`config.mk`:
```
export PLATFORM = sky130hd
export DESIGN_NAME = down_counter_3bit
export DESIGN_NICKNAME = d
export VERILOG_FILES = /design/src/rtl/down_counter_3bit.sv
export SDC_FILE = /design/constraint.sdc
export NUM_CORES = 1
export LEC_CHECK = 0
export ABC_CLOCK_PERIOD_IN_PS = 1900
export BUFFER_PORTS_ARGS = -buffer_cell sky130_fd_sc_hd__buf_2
export CAP_MARGIN = 30
export CORE_AREA = 2 2 39 41
export DETAILED_ROUTE_END_ITERATION = 8
export DIE_AREA = 0 0 41 43
export HOLD_SLACK_MARGIN = 0.1
export MAX_ROUTING_LAYER = met4
export PLACE_DENSITY_LB_ADDON = 0.15
export SLEW_MARGIN = 40
export SYNTH_ARGS = -nofsm -noshare
export SYNTH_HDL_FRONTEND = slang
export SYNTH_SLANG_ARGS = --single-unit
```
`constraint.sdc`:
```
create_clock -name clk -period 1.9 [get_ports clk]
set_input_delay 0 -clock clk [delete_from_list [all_inputs] [get_ports clk]]
set_output_delay 0 -clock clk [all_outputs]
set_load 0.01 [all_outputs]
```
`src/rtl/down_counter_3bit.sv`:
```
// Free-running modulo down counter with terminal count,
// wrap pulse and wrap-event counter.
module down_counter_3bit #(
  parameter int WIDTH      = 3,
  parameter int LOAD_VAL   = 2**WIDTH - 1,
  parameter int MIN_VAL    = 0,
  parameter int WRAP_CNT_W = 8
) (
  input  logic                  clk,
  input  logic                  rst,
  output logic [WIDTH-1:0]      out,
  output logic                  tc,
  output logic                  wrap,
  output logic [WRAP_CNT_W-1:0] wrap_count
);

  localparam logic [WIDTH-1:0] LP_LOAD = WIDTH'(LOAD_VAL);
  localparam logic [WIDTH-1:0] LP_MIN  = WIDTH'(MIN_VAL);

  if (WIDTH < 2 || WIDTH > 16) begin : g_width_chk
    $error("down_counter_3bit: WIDTH must be 2..16");
  end

  if (MIN_VAL >= LOAD_VAL) begin : g_range_chk
    $error("down_counter_3bit: MIN_VAL must be below LOAD_VAL");
  end

  logic [WIDTH-1:0]      r_out;
  logic                  r_wrap;
  logic [WRAP_CNT_W-1:0] r_wcnt;
  logic                  w_at_min;

  assign w_at_min = (r_out == LP_MIN);

  always_ff @(posedge clk) begin
    if (!rst) begin
      r_out  <= LP_LOAD;
      r_wrap <= 1'b0;
      r_wcnt <= '0;
    end else if (w_at_min) begin
      r_out  <= LP_LOAD;
      r_wrap <= 1'b1;
      r_wcnt <= r_wcnt + WRAP_CNT_W'(1);
    end else begin
      // forced out-of-range values fall through here too
      r_out  <= r_out - WIDTH'(1);
      r_wrap <= 1'b0;
    end
  end

  assign out        = r_out;
  assign tc         = w_at_min;
  assign wrap       = r_wrap;
  assign wrap_count = r_wcnt;

endmodule

```
==> impl_metrics.py <==
metrics = {
    "final_layout": {
        "fin_cells": 90,
        "area_growth_pct": 27.3,
        "layout.nets": 80,
        "nFillCells": 138,
        "mostFrequentLayoutCells": "buf_2, dfxtp_1, a21oi_1",
        "final_common_cell": "buf_2",
        "drive_gt1_share_pct": 28.4,
        "antenna_cells": 0,
        "design_area_um2": 636,
    },
    "drt": {
        "drcViolationCount": 0,
        "wl_met3_um": 71,
        "vias": 444,
        "wl_per_cell_um": 10.4,
        "met2_length_um": 444,
        "drt-initial-drc-count": 4,
        "met1Wirelength_um": 419,
        "drt_pass1_iterations": 4,
        "drt.antenna.violating_nets": 0,
        "viasPerCell": 4.93,
        "routed.top_layer": "met3",
        "wirelength_um": 935,
    },
    "worst_setup_path": {
        "crit_arrival_ns": 1.65,
        "critPathKind": "reg2reg",
        "crit_start": "out[0]",
        "critPathLaunchType": "register",
        "cp.required_ns": 2.11,
        "cp_max_fo": 6,
        "r2r-start": "out[0]",
        "end_kind": "register",
    },
    "clock_tree": {
        "worstSkewPairLatency_ns": 0.27,
        "cts_buffers": 3,
        "cts_tree": "done",
        "cts_resized": 0,
        "cts_root_buf": "clkbuf_4",
        "htree_levels": 1,
        "cts.sinks": 12,
        "clk_pin_slew_ns": 0.08,
        "clk_path_buf_depth": 2,
        "post_cts_buffers": 0,
    },
    "pwr": {
        "p_total_uw": 489,
        "leakage_uw": 0.000294,
        "powerDensity_mw_per_mm2": 769,
        "ir_worst_vdd_mv": 0.492,
    },
    "synthesis": {
        "synthTopCellsByArea": "dfxtp_1, ha_1, a21oi_1",
        "syn_nets": 60,
        "yosys_warnings": 0,
        "synth_top_cell_area_share_pct": 48.1,
        "ys_types": 20,
        "syn_area_um2": 499,
        "synth_top_area_cell": "dfxtp_1",
        "yosysSeqAreaShare_pct": 48.1,
        "synthCells": 55,
        "synth_seq_cells": 12,
        "avgSynthCellArea_um2": 9.08,
    },
    "floorplan": {
        "die_h_um": 43,
        "rows": 14,
        "io_pins": 15,
        "start_util_pct": 36.1,
        "die_w_um": 41,
        "coreArea_mm2": 0.00138,
        "die-area_mm2": 0.00176,
    },
    "grt": {
        "first_global_vias": 390,
        "grt_pass1_wl_mm": 1.65,
        "antenna_found_initial": 0,
        "grt-ovfl-total": 0,
        "grt.total_usage_pct": 14.6,
        "grt_max_degree": 10,
    },
    "timing": {
        "slew_violations": 0,
        "final-hold-violation-count": 0,
        "finalCritPeriodShare_pct": 76.0,
        "rsz0062_at_grt": "no",
        "setup_violations": 0,
        "fin_crit_ns": 1.44,
        "finalClockSkew_ns": 0.00929,
        "setup_tns_ns": 0,
        "fmaxAchievable_mhz": 692,
        "slew_headroom_pct": 83.5,
        "worst_slack_ns": 0.456,
        "worst_pin_slew_ns": 0.246,
    },
    "worst_hold_path": {
        "min_path_type": "reg2reg",
        "min_from": "out[0]",
    },
    "place": {
        "hpwl_um": 725,
        "dpl_worst_slack_ns": 0.452,
        "post-place-cells": 85,
        "placed_area_um2": 589,
        "io_buffers": 14,
        "gp_congestion": 0.708,
    },
    "run": {
        "drv_cap": 0,
    },
    "run_status": {
        "status": "complete, no violations",
    },
}
[worst paths after layout]
kind	end	slack, ns	cells past startpoint
worst min-delay path	out[0]	0.41	1
worst max-delay path	wrap_count[3]	0.46	5
worst min register to register	out[0]	0.41	1
worst max register to register	wrap_count[3]	0.46	5
[state kept, by name, indices dropped and copies added (netlist names)]
signal / cells
out: 3
wrap_count: 8
wrap: 1
[per-layer routing]
metal	global-route usage, %	vias up
li1	-	230
met1	16.7	199
met2	20.6	15
met3	9.42	0
met4	4.00	0
met5	-	-
[cell usage after synthesis]
| cell type | number |
|---|---|
| nand2b_1 | 1 |
| nand3b_1 | 1 |
| nor3_1 | 1 |
| or4_1 | 1 |
| and2_1 | 1 |
| o31ai_1 | 1 |
| or3_2 | 2 |
| or3_1 | 2 |
| nand4b_1 | 1 |
| nand4_2 | 1 |
| a21oi_1 | 6 |
| inv_1 | 5 |
| o21ai_0 | 5 |
| dfxtp_1 | 12 |
| clkinv_1 | 1 |
| nand3_1 | 3 |
| xnor2_1 | 2 |
| ha_1 | 3 |
| nand2_1 | 3 |
| nor2_1 | 3 |
[where the power goes]
group | total [uW] | leakage (uW) | switching [uW] | internal, uW
combinational | 27.3 | 0.000176 | 15.2 | 12.0
sequential | 260 | 0.0000973 | 3.45 | 257
clock | 201 | 0.0000210 | 84.7 | 116
[layout make-up]
class / instances / area, um^2 / share of cell area, %
flip-flops and latches: 12 / 240 / 37.8
multi-input cells: 37 / 236 / 37.2
repair buffers: 15 / 80.1 / 12.6
clock buffers: 4 / 36.3 / 5.71
inverters: 6 / 22.5 / 3.54
well taps: 16 / 20.0 / 3.15
[kinds of logic after synthesis]
kind of cell             Yosys count  synth area share, %
AO/OA/AOI/OAI                     12                 12.5
XOR/XNOR                           2                 3.51
adder cells (fa/ha/maj)            3                 7.52
buffers and inverters              6                 4.51
flip-flops                        12                 48.1
AND/OR/NAND/NOR                   20                 23.8
[through the flow]
| stage | utilization, % | hold slack [ns] |
|---|---|---|
| 2_1_floorplan | - | 0.0762 |
| 3_3_place_gp | 42.6 | 0.222 |
| 3_5_place_dp | 42.6 | 0.231 |
| 4_1_cts | 45.9 | 0.408 |
| 5_1_grt | 45.9 | 0.441 |
| 6_report | 45.9 | 0.406 |
[worst max-delay path, stage by stage, from the launching register on]
cell and delay, ns:
dfxtp_1 0.32, inv_1 0.07, ha_1 0.21, nand4b_1 0.20, or3_2 0.45, a21oi_1 0.14
[what timing repair did]
action,CTS,global route
hold buffers,1,0
hold endpoints to repair,3,0
setup endpoints to repair,0,0
Power figures use the tool's default switching activity.
